[src/rtl/l0_seq.sv]
// rtl/l0_seq.sv - layer-0 sequencer: buffers a binary image and serialises KxK windows to the conv datapath
module l0_seq #(
    parameter int IMG_W = 28,
    parameter int K     = 3,
    parameter int NPOOL = 169
) (
    input  logic clk,
    input  logic rst_n,
    input  logic pix_vld,
    input  logic pix,
    input  logic bsy_out,
    input  logic pool_ack,
    output logic strt,
    output logic din,
    output logic tx_done,
    output logic busy,
    output logic ovf_err
);

    localparam int OUT_W = IMG_W - K + 1;
    localparam int NPIX  = IMG_W * IMG_W;
    localparam int AW    = $clog2(NPIX);
    localparam int RW    = $clog2(OUT_W);
    localparam int KW    = $clog2(K * K);
    localparam int CW    = $clog2(NPOOL + 1);
    localparam int unsigned KU = K;
    localparam int unsigned WU = IMG_W;

    typedef enum logic [2:0] {
        S_IDLE, S_LOAD, S_ISSUE, S_FEED, S_WAIT, S_DRAIN, S_DONE
    } state_t;

    state_t          state_q, state_d;
    logic [NPIX-1:0] img_q;
    logic [AW-1:0]   ld_ptr_q, ld_ptr_d, wr_addr, rd_addr;
    logic [RW-1:0]   r_q, r_d, c_q, c_d;
    logic [KW-1:0]   k_q, k_d;
    logic [CW-1:0]   ack_q, ack_d;
    logic            first_q;
    logic            strt_q, din_q, tx_done_q, ovf_q;
    logic            din_d, wr_en;

    always_comb begin
        state_d  = state_q;
        ld_ptr_d = ld_ptr_q;
        r_d      = r_q;
        c_d      = c_q;
        k_d      = k_q;
        ack_d    = ack_q;
        wr_en    = 1'b0;
        wr_addr  = ld_ptr_q;
        if (state_q != S_IDLE && pool_ack && ack_q != CW'(NPOOL)) begin
            ack_d = ack_q + 1'b1;
        end
        case (state_q)
            S_IDLE: begin
                if (pix_vld) begin
                    wr_en    = 1'b1;
                    wr_addr  = '0;
                    ld_ptr_d = AW'(1);
                    state_d  = S_LOAD;
                end
            end
            S_LOAD: begin
                if (pix_vld) begin
                    wr_en    = 1'b1;
                    ld_ptr_d = ld_ptr_q + 1'b1;
                    if (ld_ptr_q == AW'(NPIX - 1)) begin
                        r_d     = '0;
                        c_d     = '0;
                        state_d = S_ISSUE;
                    end
                end
            end
            S_ISSUE: begin
                k_d     = '0;
                state_d = S_FEED;
            end
            S_FEED: begin
                if (k_q == KW'(K * K - 1)) begin
                    state_d = S_WAIT;
                end else begin
                    k_d = k_q + 1'b1;
                end
            end
            S_WAIT: begin
                // first_q blocks exit in the first WAIT cycle so the datapath can raise bsy_out
                if (!first_q && !bsy_out) begin
                    if (r_q == RW'(OUT_W - 1) && c_q == RW'(OUT_W - 1)) begin
                        state_d = S_DRAIN;
                    end else begin
                        state_d = S_ISSUE;
                        if (c_q == RW'(OUT_W - 1)) begin
                            c_d = '0;
                            r_d = r_q + 1'b1;
                        end else begin
                            c_d = c_q + 1'b1;
                        end
                    end
                end
            end
            S_DRAIN: begin
                if (ack_q == CW'(NPOOL)) begin
                    state_d = S_DONE;
                end
            end
            S_DONE: begin
                ld_ptr_d = '0;
                r_d      = '0;
                c_d      = '0;
                k_d      = '0;
                ack_d    = '0;
                state_d  = S_IDLE;
            end
            default: state_d = S_IDLE;
        endcase
        // din is registered, so the window bit is looked up with the next-cycle k
        rd_addr = AW'((32'(r_q) + 32'(k_d) / KU) * WU + 32'(c_q) + 32'(k_d) % KU);
        din_d   = (state_d == S_FEED) ? img_q[rd_addr] : 1'b0;
    end

    always_ff @(posedge clk or negedge rst_n) begin
        if (!rst_n) begin
            state_q   <= S_IDLE;
            ld_ptr_q  <= '0;
            r_q       <= '0;
            c_q       <= '0;
            k_q       <= '0;
            ack_q     <= '0;
            first_q   <= 1'b0;
            strt_q    <= 1'b0;
            din_q     <= 1'b0;
            tx_done_q <= 1'b0;
            ovf_q     <= 1'b0;
        end else begin
            state_q   <= state_d;
            ld_ptr_q  <= ld_ptr_d;
            r_q       <= r_d;
            c_q       <= c_d;
            k_q       <= k_d;
            ack_q     <= ack_d;
            first_q   <= (state_q == S_FEED);
            strt_q    <= (state_d == S_ISSUE);
            din_q     <= din_d;
            tx_done_q <= (state_d == S_DONE);
            if (pix_vld && state_q != S_IDLE && state_q != S_LOAD) begin
                ovf_q <= 1'b1;
            end
        end
    end

    always_ff @(posedge clk) begin
        if (wr_en) begin
            img_q[wr_addr] <= pix;
        end
    end

    assign strt    = strt_q;
    assign din     = din_q;
    assign tx_done = tx_done_q;
    assign busy    = (state_q != S_IDLE);
    assign ovf_err = ovf_q;

endmodule

[config.mk]
export PLATFORM = sky130hd
export DESIGN_NAME = l0_seq
export DESIGN_NICKNAME = d
export VERILOG_FILES = /design/src/rtl/l0_seq.sv
export SDC_FILE = /design/constraint.sdc
export NUM_CORES = 1
export LEC_CHECK = 0
export BUFFER_PORTS_ARGS = -buffer_cell sky130_fd_sc_hd__buf_2
export CORE_MARGIN = 5
export CORE_UTILIZATION = 28
export DETAILED_ROUTE_END_ITERATION = 8
export HOLD_SLACK_MARGIN = 0.12
export PLACE_DENSITY_LB_ADDON = 0.12
export SLEW_MARGIN = 20
export SYNTH_ARGS = -nofsm -noshare
export SYNTH_HDL_FRONTEND = slang
export SYNTH_SLANG_ARGS = --single-unit
[constraint.sdc]
create_clock -name clk -period 18.3 [get_ports clk]
set_clock_uncertainty 0.1 [all_clocks]
set_input_delay 1.83 -clock clk [delete_from_list [all_inputs] [get_ports clk]]
set_output_delay 1.83 -clock clk [all_outputs]
set_load 0.05 [all_outputs]
==> results.tsv, run 1 <==
stage	metric	value	unit
floorplan	Die Width	378	um
clock_tree	Hold-fix buffers, CTS	0	
synth	top_reg_cell synth	edfxtp_1	
place	HPWL Detailed	64800	um
route	number of remaining DRC errors	0	
timing	Final Hold Vio Count	0	
synth	Synth area leader	edfxtp_1	
floorplan	Cell Rows	134	
global_route	vias in the first global route	23300	
place	area post-placement	39800	um^2
synth	Post-Synthesis Cells	2725	
timing	worst-margin pin slew	1.09	ns
synth	Synth top area share	62.2	%
floorplan	Chip Height	378	um
floorplan	die area	143000	um^2
critical_path	CP delay by family, top	adder cells	
synth	ys async rst share	4.85	%
floorplan	core area	134000	um^2
clock_tree	CTS Sinks	824	
clock_tree	CTS tree	built	
global_route	initial antenna violation count	2	
synth	Synthesized Nets	2779	
layout	Antenna Diode Count	0	
route	Avg Vias per Cell	5.03	
route	Antenna Nets Post-Route	0	
synth	FF+latch count, synth	824	
floorplan	I/O pins	11	
synth	post-synthesis average cell area	13.9	um^2
clock_tree	Clock Latency Late Sink	0.65	ns
global_route	all-layer global routing usage	15.8	%
clock_tree	clock root cell	clkbuf_16	
layout	share of layout cells above drive strength 1	17.2	%
min_path	worst hold path type	flip-flop to flip-flop	
route	routed length per instance	25.1	um
layout	Area Growth Syn to Fin	13.5	%
route	routed via count	22800	
route	routed wire length	114000	um
layout	fin util	32.1	%
clock_tree	H-tree Lvls	3	
floorplan	Initial Utilization	28.3	%
timing	Peak Freq	96.1	MHz
critical_path	critical setup path kind	flip-flop to flip-flop	
layout	post-route insts no fill	4534	
place	Placer Congestion	0.774	
synth	number of synthesized flops with an enable pin	784	
timing	TNS Setup	0	ns
timing	final setup vio count	0	
synth	largest cells by area after synthesis	edfxtp_1 62%, mux4_2 13%, nor2_1 8.4%, dfrtp_1 2.6%, clkbuf_1 1.4%	
critical_path	Buf+Inv Stages, Crit Path	6	
timing	RSZ-0062 raised after global routing	no	
run_status	run status	complete, no violations	
critical_path	WP data arrival	10.90	ns
timing	Slew Limit Fails	0	
critical_path	Critical Path End Type	flip-flop	
clock_tree	clock buffer count from CTS	97	
global_route	largest net degree at the start of global routing	285	
critical_path	Worst path max stage delay	0.82	ns
place	PortBufs	10	
critical_path	Most common cell on crit path	ha_1	
global_route	first-pass GRT wire length	164000	um
synth	post-synthesis sequential area ratio	64.9	%
timing	Min Clock Period, post-route	10.40	ns
timing	Final period util	56.8	%
critical_path	Worst EP required	18.80	ns
place	Placed Cells	4351	
critical_path	CP startpoint kind	flip-flop	
critical_path	Max FO, Critical Path	31	
clock_tree	Post CTS Setup Buffer Count	0	
clock_tree	cts repair resizes	0	
layout	final-stage net count	2740	
run	Max Cap Violations	0	
synth	Syn. warnings	0	
layout	post-route cell area	42900	um^2
clock_tree	clock slew at reported path FFs	0.06	ns
clock_tree	clk buf depth	3	
global_route	grt ovf	0	
route	DR pass1 iterations	5	
route	Initial DRC Count	2029	
synth	Yosys cell types	76	
timing	max_slew headroom	27.1	%
critical_path	Critical-path top delay cell	nor4_1	
synth	Post-Syn Area	37800	um^2
==> cell type report <==
| class | count | area [um^2] |
|---|---|---|
| fill | 13300 | 90900 |
| timing repair buffer | 83 | 726 |
| clock inverter | 51 | 403 |
| multi-input combinational | 1644 | 12300 |
| clock buffer | 128 | 2590 |
| sequential | 824 | 24500 |
| tap | 1768 | 2210 |
| inverter | 36 | 138 |
==> layout by cell type (no fill, tap or decap), drive strengths merged, types with 17 or more instances in the layout <==
master and instances:
ha 37, edfxtp 784, clkinv 46, inv 38, nor3 22, mux4 217
xnor2 17, o21ai 37, nor2 843, a21oi 25, clkbuf 128, dfrtp 40
xor2 21, mux2i 36, nand2 130, buf 83, nand3 55
==> cells in the mapped netlist, drive strengths merged, types with 9 or more instances <==
| master | instances |
|---|---|
| nor2b | 12 |
| nand4 | 13 |
| mux2i | 36 |
| dfrtp | 40 |
| nor3b | 9 |
| edfxtp | 784 |
| xor2 | 21 |
| a211oi | 15 |
| nand3 | 55 |
| a21oi | 25 |
| nor2 | 843 |
| clkbuf | 142 |
| mux4 | 217 |
| nor3 | 22 |
| xnor2 | 17 |
| ha | 37 |
| fa | 11 |
| o211ai | 11 |
| nand2 | 130 |
| buf | 79 |
| inv | 36 |
| nand2b | 11 |
| o21ai | 37 |
| and3 | 14 |
==> cells by family (layout without fill, tap and decap cells) <==
group,Yosys count,count (layout),share of synthesized area (%)
AOI/OAI and AO/OA,152,152,2.86
xor gates and xnor gates,38,38,0.900
and+or+nand+nor,1147,1147,12.5
buffers and inverters,257,298,3.01
DFF,824,824,64.9
muxes,259,259,14.1
adders and majority gates,48,48,1.81
==> flip-flops by register name, summed over array words and instances (netlist names) <==
name / cells
ovf_err: 1
r_q: 5
first_q: 1
tx_done: 1
ack_q: 8
din: 1
c_q: 5
k_q: 4
state_q: 3
ld_ptr_q: 10
strt: 1
img_q: 784
==> worst reg2reg max path, delay by kind of cell (launching register included) <==
family | cells | cell delay (ns)
buffers and inverters | 6 | 1.22
AOI/OAI and AO/OA | 7 | 1.87
DFF | 1 | 0.72
adders and majority gates | 7 | 2.56
and+or+nand+nor | 7 | 2.35
muxes | 1 | 0.52
xor gates and xnor gates | 2 | 0.99
==> metrics by stage <==
step / hold WS, ns / worst slack, ns
2_1_floorplan: 0.404 / 10.37
3_3_place_gp: 0.348 / 7.98
3_5_place_dp: 0.358 / 7.83
4_1_cts: 0.372 / 7.80
5_1_grt: 0.391 / 7.21
6_report: 0.365 / 7.90
==> layer usage <==
layer	up-vias	GRT usage [%]	wire length (um)
met5	-	0	0
li1	9910	-	-
met4	0	4.35	2970
met3	150	2.59	5620
met2	580	26.7	55300
met1	12200	21.1	49800
==> path summary, 6_finish.rpt <==
kind	to	start	slack [ns]	cells after the start
max in group asynchronous	c_q[2]	rst_n	16.52	2
min reg2reg	ovf_err	ovf_err	0.37	1
max	din	state_q[1]	7.90	30
min	ovf_err	ovf_err	0.37	1
max reg2reg	din	state_q[1]	7.90	30
min in group asynchronous	din	rst_n	1.14	2
Power of run 1 is left out: the tool's default activity adds up to more than one toggle a clock period on the data nets, which glitch-free logic cannot reach.
==> run 2, diff against run 1 <==
--- a/config.mk
+++ b/config.mk
@@ -5,6 +5,7 @@
 export SDC_FILE = /design/constraint.sdc
 export NUM_CORES = 1
 export LEC_CHECK = 0
+export ABC_AREA = 1
 export BUFFER_PORTS_ARGS = -buffer_cell sky130_fd_sc_hd__buf_2
 export CORE_MARGIN = 5
 export CORE_UTILIZATION = 28
==> constraint.sdc (replaced) <==
create_clock -name clk -period 9.2 [get_ports clk]
set_clock_uncertainty 0.1 [all_clocks]
set_input_delay 0.92 -clock clk [delete_from_list [all_inputs] [get_ports clk]]
set_output_delay 0.92 -clock clk [all_outputs]
set_load 0.05 [all_outputs]
==> results.tsv, run 2 <==
stage	metric	value	unit	change
power	Clk pwr share	45.0	%	
place	Placed Cells	5553		+28%
clock_tree	clock root cell	clkbuf_16		
power	Int Power	0.00639	W	
layout	commonest non-fill, non-tap cell in the layout	nor2_1		
layout	Area Growth Syn to Fin	12.8	%	
global_route	initial antenna violation count	4		+2
critical_path	CP startpoint kind	flip-flop		
timing	worst-margin pin slew	1.17	ns	+0.0776 ns
route	DR pass1 iterations	5		unchanged
timing	RSZ-0062 raised after global routing	no		
synth	post-synthesis average cell area	9.73	um^2	-30%
clock_tree	Post CTS Setup Buffer Count	0		unchanged
synth	Post-Synthesis Cells	3981		+46%
critical_path	WP data arrival	8.83	ns	-2.07 ns
route	routed via count	29000		+27%
run_status	run status	complete, no violations		
synth	cell with the most instances after synthesis	nor2_1		
floorplan	Chip Height	382	um	+1.2%
route	Avg Vias per Cell	5.05		+0.38%
layout	max FFs per register	784		unchanged
clock_tree	Hold-fix buffers, CTS	0		unchanged
floorplan	Initial Utilization	28.2	%	-0.093 points
floorplan	Die Width	382	um	+1.2%
critical_path	Worst path max stage delay	0.85	ns	+0.03 ns
timing	Peak Freq	119	MHz	+24%
place	area post-placement	40600	um^2	+2.0%
route	routed wire length	138000	um	+22%
global_route	vias in the first global route	27600		+18%
synth	top_reg_cell synth	edfxtp_1		
floorplan	core area	137000	um^2	+2.8%
synth	post-synthesis sequential area ratio	63.4	%	-1.5 points
clock_tree	clock buffer count from CTS	99		+2.1%
layout	Top Registers	img_q x784, ld_ptr_q x10, ack_q x8		
layout	Reg area	24500	um^2	unchanged
timing	Final Hold Vio Count	0		unchanged
layout	Top reg by flops	img_q		
power	VDD IR max	0.000128	V	
timing	Slew Limit Fails	0		unchanged
synth	Yosys cell types	54		-29%
critical_path	Critical-path top delay cell	xor2_2		
synth	largest cells by area after synthesis	edfxtp_1 61%, nor2_1 8.4%, nand2_1 8.1%, nand3_1 6.1%, a21oi_1 3.1%		
clock_tree	Clock Latency Late Sink	0.70	ns	+0.05 ns
critical_path	critical setup path kind	flip-flop to flip-flop		
timing	max_slew headroom	21.5	%	-5.6 points
critical_path	Critical Path End Type	flip-flop		
synth	Post-Syn Area	38700	um^2	+2.4%
power	Net Switching	0.00205	W	
layout	fin util	31.8	%	-0.30 points
layout	area of the multi-input gates	12600	um^2	+2.3%
min_path	worst hold path type	input pin to async pin		
critical_path	Max FO, Critical Path	18		-42%
floorplan	I/O pins	11		unchanged
clock_tree	cts repair resizes	0		unchanged
synth	Synth area leader	edfxtp_1		
layout	filler instances	14400		+8.3%
global_route	grt ovf	0		unchanged
place	HPWL Detailed	77800	um	+20%
synth	Synthesized Nets	4035		+45%
route	Initial DRC Count	2537		+25%
timing	Final period util	91.0	%	+34 points
power	Leak	14.8	nW	
global_route	largest net degree at the start of global routing	222		-22%
power	Pwr Total	0.00844	W	
power	Seq pwr share	49.2	%	
clock_tree	CTS Sinks	824		unchanged
route	number of remaining DRC errors	0		unchanged
synth	FF+latch count, synth	824		unchanged
timing	TNS Setup	0	ns	unchanged
timing	final setup vio count	0		unchanged
critical_path	Worst EP required	9.66	ns	-9.14 ns
power	Power Density	193	nW/um^2	
clock_tree	clock slew at reported path FFs	0.06	ns	about the same
synth	ys async rst share	4.85	%	unchanged
layout	final-stage net count	3914		+43%
global_route	first-pass GRT wire length	201000	um	+22%
synth	number of synthesized flops with an enable pin	784		unchanged
run	Max Cap Violations	0		unchanged
route	routed length per instance	24.1	um	-3.9%
synth	Commonest cells post-synth	868 x nor2_1, 833 x nand2_1, 784 x edfxtp_1		
synth	Synth top area share	60.8	%	-1.5 points
power	switch share	24.3	%	
place	PortBufs	10		unchanged
power	Comb power frac	5.7	%	
clock_tree	CTS tree	built		
layout	commonest cells after routing, fill and taps aside	868 x nor2_1, 822 x nand2_1, 784 x edfxtp_1		
place	Placer Congestion	0.831		+7.3%
synth	Syn. warnings	0		unchanged
clock_tree	H-tree Lvls	3		unchanged
layout	post-route insts no fill	5737		+27%
global_route	all-layer global routing usage	18.5	%	+2.7 points
floorplan	die area	146000	um^2	+2.4%
layout	post-route cell area	43700	um^2	+1.8%
clock_tree	clk buf depth	3		unchanged
layout	share of layout cells above drive strength 1	7.03	%	-10 points
floorplan	Cell Rows	136		+1.5%
route	Antenna Nets Post-Route	0		unchanged
timing	Min Clock Period, post-route	8.37	ns	-2.03 ns
==> run 2: cells by family after synthesis <==
kind of cell	synth area share, %
multiplexers	0.0517
flip-flops	63.4
AND/OR/NAND/NOR	23.9
AO/OA/AOI/OAI	6.09
buffers and inverters	4.42
XOR/XNOR	0.430
adder cells (fa/ha/maj)	1.76
==> run 2: power by group through the flow <==
stage | Combinational, W | Clock [W] | Sequential [W]
5_1_grt | 0.000526 | 0.00404 | 0.00415
4_1_cts | 0.000488 | 0.00389 | 0.00415
3_3_place_gp | 0.000490 | 0 | 0.00423
2_1_floorplan | 0.000246 | 0 | 0.00422
6_report | 0.000485 | 0.00380 | 0.00415
3_5_place_dp | 0.000487 | 0 | 0.00423
==> run 2: per-stage QoR <==
| step | worst slack [ns] | hold WS, ns |
|---|---|---|
| final | 0.827 | 0.130 |
| after global routing | 0.154 | 0.150 |
| after CTS | 0.864 | 0.309 |
| after detailed placement | 0.880 | 0.368 |
| after global placement | 1.06 | 0.385 |
| after floorplan | 2.30 | 0.370 |
==> run 2: cell type report <==
class	instances	area share (%)
sequential	824	56.2
multi-input combinational	2708	28.8
clock buffer	130	6.18
tap	1794	5.14
timing repair buffer	71	1.45
inverter	156	1.39
clock inverter	52	0.851
antenna	2	0.0115
==> run 2: routing by layer <==
layer	part of all wire [%]	track usage [%]	wire (um)
met3	4.2	2.49	5870
met4	2.3	4.35	3150
met1	47	26.7	65400
met2	46	29.5	63900
met5	0	0	0
==> run 2: path summary, 6_finish.rpt <==
kind | from | to | slack [ns] | cells past startpoint
max | k_q[0] | din | 0.83 | 46
min | rst_n | ld_ptr_q[2] | 0.13 | 1
max reg2reg | k_q[0] | din | 0.83 | 46
min reg2reg | ovf_err | ovf_err | 0.38 | 1
max in group asynchronous | rst_n | r_q[0] | 8.45 | 1
min in group clk | ovf_err | ovf_err | 0.38 | 1
==> run 2: worst max-delay path, delay by kind of cell, from the launching register on <==
family	cells	cell delay, ns
fa+ha+maj	10	2.85
simple gates	24	2.79
buf+inv	11	1.14
xor+xnor	1	0.85
flops	1	0.43
Power figures use the tool's default switching activity.
==> run 3, diff against run 2 <==
--- a/config.mk
+++ b/config.mk
@@ -5,7 +5,6 @@
 export SDC_FILE = /design/constraint.sdc
 export NUM_CORES = 1
 export LEC_CHECK = 0
-export ABC_AREA = 1
 export BUFFER_PORTS_ARGS = -buffer_cell sky130_fd_sc_hd__buf_2
 export CORE_MARGIN = 5
 export CORE_UTILIZATION = 28
==> results.tsv, run 3 (synthesized netlist as in run 1, its figures left out) <==
stage	metric	value	unit	change
critical_path	Worst R2R End	din		
global_route	GR Util met3	2.86	%	+0.38 points
floorplan	Cell Rows	134		-1.5%
floorplan	die area	143000	um^2	-2.3%
global_route	grt ovf	0		unchanged
critical_path	CP delay by family, top	adder cells		
global_route	all-layer global routing usage	16.5	%	-2.0 points
critical_path	Max FO, Critical Path	8		-10
global_route	Most Used Layer, Global Route	met2		
floorplan	I/O pins	11		unchanged
critical_path	Crit path depth	36		-22%
layout	Area Growth Syn to Fin	15.0	%	
clock_tree	clk buf depth	3		unchanged
route	Initial DRC Count	2243		-12%
layout	fin util	32.5	%	+0.73 points
layout	Top reg by flops	img_q		
place	HPWL Detailed	72200	um	-7.2%
min_path	worst hold path type	input pin to async pin		
timing	Final Hold Vio Count	0		unchanged
timing	final setup vio count	0		unchanged
place	PortBufs	10		unchanged
global_route	initial antenna violation count	2		-2
route	DR pass1 iterations	5		unchanged
global_route	GR Util met2	28.1	%	-1.4 points
timing	Final period util	94.9	%	+3.9 points
route	routed via count	22900		-21%
route	routed wire length	119000	um	-14%
layout	commonest non-fill, non-tap cell in the layout	nor2_1		
critical_path	Critical Path End Type	flip-flop		
floorplan	Initial Utilization	28.3	%	+0.093 points
run	Max Cap Violations	0		unchanged
clock_tree	clock slew at reported path FFs	0.06	ns	about the same
layout	max FFs per register	784		unchanged
layout	commonest cells after routing, fill and taps aside	841 x nor2_1, 784 x edfxtp_1, 217 x mux4_2		
route	Avg Vias per Cell	5.02		-0.53%
route	number of remaining DRC errors	0		unchanged
layout	share of layout cells above drive strength 1	18.8	%	+12 points
critical_path	Buf+Inv Stages, Crit Path	7		-4
critical_path	Critical-path top delay cell	or4_4		
layout	Top Registers	img_q x784, ld_ptr_q x10, ack_q x8		
clock_tree	Hold-fix buffers, CTS	0		unchanged
clock_tree	clock buffer count from CTS	96		-3.0%
floorplan	Die Width	378	um	-1.2%
run_status	run status	complete, no violations		
critical_path	Worst path max stage delay	0.63	ns	-0.22 ns
floorplan	Chip Height	378	um	-1.2%
route	Antenna Nets Post-Route	0		unchanged
layout	final-stage net count	2774		-29%
floorplan	core area	134000	um^2	-2.7%
global_route	met1 usage	22.1	%	-4.6 points
timing	worst-margin pin slew	1.05	ns	-0.124 ns
critical_path	Most common cell on crit path	ha_1		
clock_tree	H-tree Lvls	3		unchanged
critical_path	critical setup path kind	flip-flop to flip-flop		
clock_tree	clock root cell	clkbuf_16		
timing	max_slew headroom	30.1	%	+8.6 points
critical_path	reg2reg start	k_q[0]		
clock_tree	CTS tree	built		
timing	Min Clock Period, post-route	8.73	ns	+0.360 ns
critical_path	Worst EP required	9.66	ns	about the same
route	routed length per instance	26.0	um	+8.0%
clock_tree	Clock Latency Late Sink	0.67	ns	-0.03 ns
clock_tree	CTS Sinks	824		unchanged
timing	Peak Freq	115	MHz	-4.1%
global_route	vias in the first global route	23200		-16%
global_route	largest net degree at the start of global routing	234		+5.4%
critical_path	Reg2Reg Depth	36		-22%
place	Placer Congestion	0.818		-1.6%
critical_path	r2r setup slk	0.47	ns	-0.36 ns
critical_path	WP data arrival	9.19	ns	+0.36 ns
critical_path	CP startpoint kind	flip-flop		
timing	Slew Limit Fails	0		unchanged
global_route	first-pass GRT wire length	170000	um	-15%
run 3: worst max-delay path by stage:
stage | endpoint | slack (ns) | from
3_5_place_dp | din | -0.06 | k_q[0]
4_1_cts | din | 0.03 | k_q[0]
2_1_floorplan | din | 1.27 | k_q[0]
5_1_grt | din | -0.03 | k_q[0]
3_3_place_gp | din | 0.27 | k_q[0]
6_report | din | 0.47 | k_q[0]
run 3: area by class of cell:
type,instances,area [um^2]
Clock buffer,111,2520
Antenna cell,2,5.00
Timing Repair Buffer,117,991
Fill cell,13200,90300
Inverter,36,138
Sequential cell,824,24500
Clock inverter,66,666
Multi-Input combinational cell,1645,12400
Tap cell,1768,2210
run 3: what timing repair did:
action | 4_1_cts | 5_1_grt
pin swaps | 0 | 3
resized for setup | 3 | 12
endpoints found under the setup margin | 1 | 1
buffers inserted | 0 | 7
gates cloned | 0 | 1
run 3: worst register-to-register path: cells and delay by family (launching register included):
kind,cells,cell delay (ns)
DFF,1,0.42
buffers and inverters,7,0.85
and+or+nand+nor,6,1.49
adders and majority gates,8,2.66
xor gates and xnor gates,3,0.54
AOI/OAI and AO/OA,12,2.58
run 3: routing by layer:
layer  part of all wire, %  routed length, um
met4                   1.9               2260
met3                   5.5               6500
met5                     0                  0
met2                    49              58600
met1                    43              51600
run 3: stage by stage:
step	hold slack, ns	instances	cell area [um^2]	TNS, ns	worst slack, ns
after floorplan	0.404	2725	37800	0	1.27
after global placement	0.356	4382	40100	0	0.270
after detailed placement	0.356	4382	40100	-0.0612	-0.0612
after CTS	0.320	4559	43300	0	0.0289
after global routing	0.178	4567	43500	-0.0324	-0.0324
final	0.157	4569	43500	0	0.467
Power of run 3 is left out for the same reason.
